[config.mk]
export PLATFORM = sky130hd
export DESIGN_NAME = btree_router_node
export DESIGN_NICKNAME = d
export VERILOG_FILES = /design/src/rtl/noc_pkg.sv /design/src/rtl/noc_sync_fifo.sv /design/src/rtl/btree_router_node.sv
export SDC_FILE = /design/constraint.sdc
export NUM_CORES = 1
export LEC_CHECK = 0
export BUFFER_PORTS_ARGS = -buffer_cell sky130_fd_sc_hd__clkbuf_2
export CAP_MARGIN = 20
export CORE_MARGIN = 10
export CORE_UTILIZATION = 30
export CTS_BUF_LIST = sky130_fd_sc_hd__clkbuf_8
export CTS_CLUSTER_DIAMETER = 150
export DETAILED_ROUTE_END_ITERATION = 6
export SYNTH_ARGS = -nofsm -noshare
export SYNTH_HDL_FRONTEND = slang
export SYNTH_SLANG_ARGS = --single-unit
[constraint.sdc]
create_clock -name i_sclk -period 4.5 [get_ports i_sclk]
set_input_delay 0.9 -clock i_sclk [delete_from_list [all_inputs] [get_ports i_sclk]]
set_output_delay 0.9 -clock i_sclk [all_outputs]
set_load 0.05 [all_outputs]
[src/rtl/noc_pkg.sv]
// Shared NoC helpers: flit address extraction and range-based route decode.
package noc_pkg;

    localparam int unsigned MaxFlitW = 256;
    localparam int unsigned MaxAddrW = 32;

    // Destination address sits in the top AddrWidth bits of the flit.
    function automatic logic [MaxAddrW-1:0] flit_addr(input logic [MaxFlitW-1:0] flit,
                                                      input int unsigned dw,
                                                      input int unsigned aw);
        logic [MaxFlitW-1:0] shifted;
        logic [MaxAddrW-1:0] mask;
        shifted = flit >> (dw - aw);
        mask    = (aw >= MaxAddrW) ? '1 : ((MaxAddrW'(1) << aw) - MaxAddrW'(1));
        return shifted[MaxAddrW-1:0] & mask;
    endfunction

    // Child index owning addr, or num_child (the parent port) when outside the node range.
    function automatic int unsigned route_port(input int unsigned addr, base, span, num_child);
        if ((addr >= base) && (addr < base + num_child * span)) begin
            return (addr - base) / span;
        end
        return num_child;
    endfunction

    // The parent port always takes the index after the last child.
    function automatic int unsigned parent_port(input int unsigned num_child);
        return num_child;
    endfunction

endpackage

[src/rtl/noc_sync_fifo.sv]
// Per-port input buffer: synchronous FIFO with a registered ready (not-full) flag.
module noc_sync_fifo #(
    parameter int unsigned DataWidth = 36,
    parameter int unsigned Depth     = 4
) (
    input  logic                 clk_i,
    input  logic                 rst_i,
    input  logic [DataWidth-1:0] push_data_i,
    input  logic                 push_valid_i,
    output logic                 push_ready_o,
    input  logic                 pop_i,
    output logic [DataWidth-1:0] head_data_o,
    output logic                 head_valid_o
);

    localparam int unsigned PtrW = $clog2(Depth);
    localparam int unsigned CntW = PtrW + 1;

    logic [DataWidth-1:0] mem_q [Depth];
    logic [PtrW-1:0]      wptr_q, rptr_q;
    logic [CntW-1:0]      count_q, count_d;
    logic                 ready_q;
    logic                 push, pop;

    assign push         = push_valid_i && ready_q;
    assign pop          = pop_i && (count_q != '0);
    assign head_data_o  = mem_q[rptr_q];
    assign head_valid_o = (count_q != '0);
    assign push_ready_o = ready_q;

    // Occupancy after this cycle's push/pop; ready is derived from it so it is already registered.
    always_comb begin
        count_d = count_q + CntW'(push) - CntW'(pop);
    end

    // Pointers, occupancy and ready flag; pointers wrap naturally at the power-of-two depth.
    always_ff @(posedge clk_i) begin
        if (rst_i) begin
            wptr_q  <= '0;
            rptr_q  <= '0;
            count_q <= '0;
            ready_q <= 1'b0;
        end else begin
            if (push) wptr_q <= wptr_q + 1'b1;
            if (pop)  rptr_q <= rptr_q + 1'b1;
            count_q <= count_d;
            ready_q <= (count_d != CntW'(Depth));
        end
    end

    // Storage needs no reset: stale entries are never visible while count is zero.
    always_ff @(posedge clk_i) begin
        if (push) mem_q[wptr_q] <= push_data_i;
    end

endmodule

[src/rtl/btree_router_node.sv]
// K-ary tree router node: NUM_CHILD child ports plus one parent port, buffered inputs,
// address-range routing and a round-robin arbiter with an output register per output port.
module btree_router_node
    import noc_pkg::*;
#(
    parameter int unsigned DataWidth  = 36,
    parameter int unsigned AddrWidth  = 4,
    parameter int unsigned NUM_CHILD  = 2,
    parameter int unsigned CHILD_BASE = 0,
    parameter int unsigned CHILD_SPAN = 1,
    parameter int unsigned FIFO_DEPTH = 4
) (
    input  logic                           i_sclk,
    input  logic                           i_reset,
    input  logic [NUM_CHILD*DataWidth-1:0] i_child_data,
    input  logic [NUM_CHILD-1:0]           i_child_valid,
    output logic [NUM_CHILD-1:0]           o_child_ready,
    output logic [NUM_CHILD*DataWidth-1:0] o_child_data,
    output logic [NUM_CHILD-1:0]           o_child_valid,
    input  logic [NUM_CHILD-1:0]           i_child_ready,
    input  logic [DataWidth-1:0]           i_parent_data,
    input  logic                           i_parent_valid,
    output logic                           o_parent_ready,
    output logic [DataWidth-1:0]           o_parent_data,
    output logic                           o_parent_valid,
    input  logic                           i_parent_ready,
    output logic                           o_misroute
);

    localparam int unsigned P      = NUM_CHILD + 1;
    localparam int unsigned PW     = $clog2(P);
    localparam int unsigned Parent = parent_port(NUM_CHILD);

    typedef logic [DataWidth-1:0] flit_t;

    flit_t          in_data    [P];
    flit_t          head_data  [P];
    logic [P-1:0]   in_valid, in_ready, out_ready, head_valid, pop, load;
    logic [PW-1:0]  dest       [P];
    logic [P-1:0]   req        [P];  // req[o][i]: head of input i wants output o
    logic [PW-1:0]  gnt_idx    [P];
    logic [PW-1:0]  rr_q       [P];
    logic [PW-1:0]  rr_d       [P];
    logic [P-1:0]   out_valid_q, out_valid_d;
    flit_t          out_data_q [P];
    flit_t          out_data_d [P];
    logic           misroute_q, misroute_d;

    // Flatten child and parent ports into uniform per-port arrays.
    for (genvar c = 0; c < NUM_CHILD; c++) begin : g_child_io
        assign in_data[c]                                = i_child_data[c*DataWidth +: DataWidth];
        assign in_valid[c]                               = i_child_valid[c];
        assign out_ready[c]                              = i_child_ready[c];
        assign o_child_ready[c]                          = in_ready[c];
        assign o_child_data[c*DataWidth +: DataWidth]    = out_data_q[c];
        assign o_child_valid[c]                          = out_valid_q[c];
    end

    assign in_data[Parent]   = i_parent_data;
    assign in_valid[Parent]  = i_parent_valid;
    assign out_ready[Parent] = i_parent_ready;
    assign o_parent_ready    = in_ready[Parent];
    assign o_parent_data     = out_data_q[Parent];
    assign o_parent_valid    = out_valid_q[Parent];
    assign o_misroute        = misroute_q;

    for (genvar i = 0; i < P; i++) begin : g_in
        noc_sync_fifo #(
            .DataWidth (DataWidth),
            .Depth     (FIFO_DEPTH)
        ) u_fifo (
            .clk_i        (i_sclk),
            .rst_i        (i_reset),
            .push_data_i  (in_data[i]),
            .push_valid_i (in_valid[i]),
            .push_ready_o (in_ready[i]),
            .pop_i        (pop[i]),
            .head_data_o  (head_data[i]),
            .head_valid_o (head_valid[i])
        );

        assign dest[i] = PW'(route_port(flit_addr(MaxFlitW'(head_data[i]), DataWidth, AddrWidth),
                                        CHILD_BASE, CHILD_SPAN, NUM_CHILD));
    end

    // Request matrix; a parent flit addressed back to the parent never requests.
    always_comb begin
        for (int unsigned o = 0; o < P; o++) begin
            for (int unsigned i = 0; i < P; i++) begin
                req[o][i] = head_valid[i] && (dest[i] == PW'(o)) &&
                            !((i == Parent) && (o == Parent));
            end
        end
    end

    // Round-robin arbitration and output-register next state. rr_q holds the first index to
    // search (last grant + 1), so it starts at 0 out of reset.
    always_comb begin
        logic        found;
        int unsigned idx;
        pop         = '0;
        load        = '0;
        misroute_d  = 1'b0;
        out_valid_d = out_valid_q;
        for (int unsigned o = 0; o < P; o++) begin
            gnt_idx[o]    = '0;
            rr_d[o]       = rr_q[o];
            out_data_d[o] = out_data_q[o];
            found         = 1'b0;
            for (int unsigned k = 0; k < P; k++) begin
                idx = 32'(rr_q[o]) + k;
                if (idx >= P) idx = idx - P;
                if (!found && req[o][idx]) begin
                    found      = 1'b1;
                    gnt_idx[o] = PW'(idx);
                end
            end
            if (found && (!out_valid_q[o] || out_ready[o])) begin
                load[o]          = 1'b1;
                pop[gnt_idx[o]]  = 1'b1;
                out_valid_d[o]   = 1'b1;
                out_data_d[o]    = head_data[gnt_idx[o]];
                rr_d[o]          = (gnt_idx[o] == PW'(P - 1)) ? '0 : gnt_idx[o] + 1'b1;
            end else if (out_ready[o]) begin
                out_valid_d[o]   = 1'b0;
            end
        end
        // Parent-sourced flit with no child owner: drop it and flag.
        if (head_valid[Parent] && (dest[Parent] == PW'(Parent))) begin
            pop[Parent] = 1'b1;
            misroute_d  = 1'b1;
        end
    end

    // Output registers, arbiter pointers and misroute pulse.
    always_ff @(posedge i_sclk) begin
        if (i_reset) begin
            for (int unsigned o = 0; o < P; o++) begin
                out_valid_q[o] <= 1'b0;
                out_data_q[o]  <= '0;
                rr_q[o]        <= '0;
            end
            misroute_q <= 1'b0;
        end else begin
            for (int unsigned o = 0; o < P; o++) begin
                out_valid_q[o] <= out_valid_d[o];
                out_data_q[o]  <= out_data_d[o];
                rr_q[o]        <= rr_d[o];
            end
            misroute_q <= misroute_d;
        end
    end

endmodule

==> reports/metrics.cfg, run 1 <==
[final_layout]
syn2layout_area_growth_pct = 17.9
drive_gt1_frac = 0.313
fin_util = 0.357
final_area_sq_mm = 0.0266
layout.nets = 1742
fin_cells = 2643

[pwr]
leakage_nw = 9.12
p_per_area_mw_per_mm2 = 704
ir_worst_vdd_v = 0.000540

[logic_synthesis]
ys_async_sr_fraction = 0
synth_top_cell_by_area = edfxtp_1
syn_area_per_cell_sq_um = 16.9
synth_edf_count = 432
synthTopCellsByArea = edfxtp_1, dfxtp_1, mux4_2
synth_top_cell_area_share = 0.575
ys_seq_elements = 580
yosysMostFrequentCell = edfxtp_1
ys.flop_type = edfxtp_1
synth_commonest_cells = edfxtp_1, dfxtp_1, mux4_2
yosys_warnings = 0
synth_nets = 1482
syn_area_sq_mm = 0.0226
synthCells = 1338
synth_cell_types = 63
seq_area_frac_synth = 0.706

[cts]
cts_tree = built
path_clk_slew_ns = 0.06
cts_buffers = 92
clock_latency_ns = 0.68
postCtsHoldBufs = 0
ctsLongestPathBuffers = 3
root_buffer = clkbuf_8
cts_sinks = 580
cts_setup_buffers = 0
cts-resized-gates = 0
h-tree-depth = 3

[sta]
rsz0062_at_grt = no
fin_crit_ns = 4.26
slew_viol_final = 0
finalHoldViolCount = 0
tns_ns = 0
setup_viol = 0
slew-limit-headroom = 0.303
worst_slack_ns = 0.241
fmax_mhz = 235
min_period_over_period = 0.946
worst_pin_slew_ns = 1.05
skew_ns = 0.0215

[job]
cap_violations = 0

[critical_path]
r2r_slack_ns = 0.24
worst-setup-path-type = reg2reg
endpoint_kind = register
worstPathArrival_ns = 4.76
cp-start-kind = register
worstPathRequired_ns = 5.00
critical_path.max_fanout = 6

[route]
drt_iter0_drc = 1641
avgViaCountPerCell = 5.08
antenna_left = 0
routedWlPerCell_microns = 25.1
vias = 13400
firstDrtPassIters = 6
remaining_drc_errors = 0
routed_wl_microns = 66400

[placement]
hpwl_microns = 46300
io_buffers = 230
post_dp_cell_area_sq_mm = 0.0248
routabilityCongestion = 0.836
dp_cells = 2472
dp_worst_setup_slack_ns = 0.298

[floorplanning]
die-area_sq_mm = 0.0866
io_pins = 231
rows = 100
start_util = 0.303
die_y_microns = 294
design.core.area_sq_mm = 0.0746
die_w_microns = 294

[global_route]
grt_max_degree = 86
grt-ovfl-total = 0
grt_use_total = 0.151
grt_first_pass_wirelength_microns = 95200
grt_pass1_vias = 13700
antenna_found_initial = 20

[outcome]
outcome = finished clean

[min_path]
hold_class = in2reg

-- through the flow --
| step | power (W) | hold WS [ns] |
|---|---|---|
| 2_1_floorplan | 0.0122 | 0.469 |
| 3_3_place_gp | 0.0144 | 0.443 |
| 3_5_place_dp | 0.0145 | 0.450 |
| 4_1_cts | 0.0189 | 0.375 |
| 5_1_grt | 0.0197 | 0.387 |
| 6_report | 0.0187 | 0.436 |
-- logic make-up after synthesis --
logic type	count (synthesis)	synth area share
flops	580	0.706
compound gates	212	0.0747
buf+inv	125	0.0251
xor+xnor	9	0.00349
fa+ha+maj	31	0.0178
simple gates	236	0.0504
mux	145	0.123
-- report_power, final --
group | switching, W | internal (W)
logic | 0.00494 | 0.00233
clock network | 0.00209 | 0.00228
registers | 0.000469 | 0.00663
-- cells in the final DEF, fill, tap and decap left out, types with 6 or more instances in the layout --
master and instances:
nand2b_1 7, clkinv_2 15, a211oi_1 67, clkinv_1 8, a21oi_1 44, inv_1 65
nor2b_1 10, edfxtp_1 432, buf_4 24, ha_1 25, nor2_1 96, dfxtp_1 144
mux4_2 105, xnor2_1 9, and2_1 7, clkbuf_2 229, clkbuf_8 103, nor3_1 16
mux2i_1 37, nor4_1 6, a222oi_1 61, nand2_1 52, and3_2 12
-- worst max-delay path: stages (launching register included) --
cell	delay, ns
dfxtp_2	0.42
mux4_2	0.58
o31ai_1	0.65
o22a_1	0.35
a32oi_4	0.14
nor2b_1	0.19
or3_1	0.39
ha_1	0.29
inv_1	0.06
ha_1	0.14
inv_1	0.05
fa_1	0.40
xnor2_1	0.18
xnor2_1	0.15
a31oi_1	0.10
-- registers in the layout, indices dropped and copies added, names as in the netlist, named ones only --
signal and count:
out_data_q 108, g_in.u_fifo.count_q 9, g_in.u_fifo.mem_q 432, g_in.u_fifo.wptr_q 6, out_valid_q 3, g_in.u_fifo.rptr_q 6
rr_q 6, o_misroute 1, g_in.u_fifo.push_ready_o 3
-- final timing paths --
kind	from	to	depth (start not counted)
setup reg to reg	register	g_in[0].u_fifo.push_ready_o	14
setup / recovery	register	g_in[0].u_fifo.push_ready_o	14
hold reg to reg	out_data_q[0][34]	out_data_q[0][34]	1
hold / removal	i_child_data[20]	g_in[0].u_fifo.mem_q[2][20]	1
-- area by class of cell --
cell class                 count  area [sq um]
sequential                   580         15900
inverter                      35           131
multi-input combinational    633          6150
tap                          969          1210
clock inverter                63           364
clock buffer                 103          1420
antenna                        4          10.0
timing repair buffer         256          1390
fill                        7109         48000
-- per-layer routing --
layer | track usage | part of all wire
met1 | 0.187 | 0.40
met2 | 0.246 | 0.48
met3 | 0.0509 | 0.093
met4 | 0.0436 | 0.025
met5 | 0 | 0.0020
Note: power is estimated with default switching activity, not from simulation.
==> run 2, diff against run 1 <==
Settings changed: PLACE_DENSITY from default to 0.57.
==> run 2 against run 1 <==
Non-clock buffer count is 8 higher. Critical endpoint unchanged. Largest cell class unchanged. Sequential power grew 0.6%. Count of clock-buffer cells in the layout is 8 higher.
==> reports/metrics.cfg, run 2 (same netlist as run 1, synthesis figures left out) <==
[global_route]
antenna_found_initial = 18  ; -10%
grt_max_degree = 61  ; -29%
grt_first_pass_wirelength_microns = 96000  ; +0.75%
grt_use_total = 0.152  ; +0.00174
grt_pass1_vias = 13600  ; -0.63%
grt-ovfl-total = 0  ; unchanged

[cts]
cts_tree = built
path_clk_slew_ns = 0.07  ; about the same
h-tree-depth = 3  ; unchanged
cts_buffers = 94  ; +2.2%
postCtsHoldBufs = 0  ; unchanged
cts-resized-gates = 0  ; unchanged
cts_setup_buffers = 0  ; unchanged
root_buffer = clkbuf_8
cts_sinks = 580  ; unchanged
clock_latency_ns = 0.69  ; about the same
ctsLongestPathBuffers = 3  ; unchanged

[route]
avgViaCountPerCell = 5.06  ; -0.42%
firstDrtPassIters = 6  ; unchanged
remaining_drc_errors = 0  ; unchanged
routed_wl_microns = 67200  ; +1.2%
drt_iter0_drc = 1458  ; -11%
vias = 13500  ; +0.41%
antenna_left = 0  ; unchanged
routedWlPerCell_microns = 25.2  ; +0.34%

[sta]
min_period_over_period = 0.932  ; -0.0142
worst_pin_slew_ns = 1.06  ; +0.0169 ns
fin_crit_ns = 4.19  ; -0.0639 ns
fmax_mhz = 238  ; +1.5%
slew_viol_final = 0  ; unchanged
finalHoldViolCount = 0  ; unchanged
skew_ns = 0.0518  ; +0.0302 ns
whs_ns = 0.433  ; -0.00304 ns
tns_ns = 0  ; unchanged
setup_viol = 0  ; unchanged
worst_slack_ns = 0.305  ; +0.0639 ns
rsz0062_at_grt = no
slew-limit-headroom = 0.291  ; -0.0112

[final_layout]
drive_gt1_frac = 0.316  ; +0.00240
final_cell_mix = edfxtp_1, clkbuf_2, dfxtp_1
top_register = g_in.u_fifo.mem_q
fin_util = 0.360  ; +0.00268
largest_reg_flops = 432  ; unchanged
layout.nets = 1752  ; +0.57%
final_common_cell = edfxtp_1
reg_top3 = g_in.u_fifo.mem_q (432), out_data_q (108), g_in.u_fifo.count_q (9)
syn2layout_area_growth_pct = 18.8

[floorplanning]
start_util = 0.303  ; unchanged
die_y_microns = 294  ; unchanged
die-area_sq_mm = 0.0866  ; unchanged
die_w_microns = 294  ; unchanged
design.core.area_sq_mm = 0.0746  ; unchanged
io_pins = 231  ; unchanged
rows = 100  ; unchanged

[pwr]
ir_worst_vdd_v = 0.000573  ; +6.1%
p_per_area_mw_per_mm2 = 705  ; about the same
leakage_nw = 9.24  ; +1.3%
total_power_w = 0.0189  ; +0.82%

[critical_path]
critPathSlowestCell = mux4_2
endpoint_kind = register
reg2reg_depth = 14  ; unchanged
worstPathRequired_ns = 5.00  ; about the same
path_cells = mux4_2 -> nor4_2 -> o211ai_1 -> a211o_1 -> and3b_1 -> or3_1 -> ha_1 -> inv_1 -> ha_1 -> inv_1 -> fa_1 -> xnor2_1 -> xnor2_1 -> a31oi_1
max_stage_delay_ns = 0.59  ; -0.06 ns
worstPathArrival_ns = 4.69  ; -0.07 ns
worst-setup-path-type = reg2reg
critical_path.max_fanout = 5  ; -1
cp-start-kind = register

[placement]
io_buffers = 230  ; unchanged
dp_worst_setup_slack_ns = 0.362  ; +0.0634 ns
hpwl_microns = 46400  ; +0.18%
routabilityCongestion = 0.865  ; +3.4%

[outcome]
outcome = finished clean

[min_path]
min_path_cells = 1  ; unchanged
hold_class = in2reg

[job]
cap_violations = 0  ; unchanged

[run 2: metal layers]
layer,up-vias,part of all wire,global-route usage
met5,-,0.0017,0
met4,18,0.030,0.0538
met2,570,0.47,0.241
li1,5946,-,-
met3,122,0.092,0.0551
met1,6835,0.41,0.191
[run 2: critical path: cells and delay by family, from the launching register on]
family | cells | cell delay, ns
adder cells (fa/ha/maj) | 3 | 0.83
multiplexers | 1 | 0.59
flip-flops | 1 | 0.42
buffers and inverters | 2 | 0.12
AO/OA/AOI/OAI | 3 | 0.62
AND/OR/NAND/NOR | 3 | 1.13
XOR/XNOR | 2 | 0.33
[run 2: worst paths after layout]
check                    start                          end  slack, ns
min           i_child_data[35]  g_in[0].u_fifo.mem_q[0][35]       0.43
min reg2reg  out_data_q[0][35]            out_data_q[0][35]       0.46
max reg2reg           register  g_in[0].u_fifo.push_ready_o       0.31
max                   register  g_in[0].u_fifo.push_ready_o       0.31
[run 2: power breakdown]
part           total (W)  switching [W]  internal (W)
clock            0.00454        0.00211       0.00243
combinational    0.00721        0.00486       0.00235
sequential       0.00714       0.000514       0.00663
[run 2: through the flow]
stage,cells,cell area (sq um)
finish,2665,26800
global route,2661,26800
CTS,2658,26800
detailed placement,2481,24900
global placement,2479,24800
floorplan,1338,22600
[run 2: final cells by class]
class / count / area [sq um]
Antenna cell: 7 / 17.5
Clock buffer: 111 / 1530
Clock inverter: 66 / 374
Fill cell: 7149 / 47800
Inverter: 35 / 131
Multi-Input combinational cell: 633 / 6160
Sequential cell: 580 / 15900
Tap cell: 969 / 1210
Timing Repair Buffer: 264 / 1450
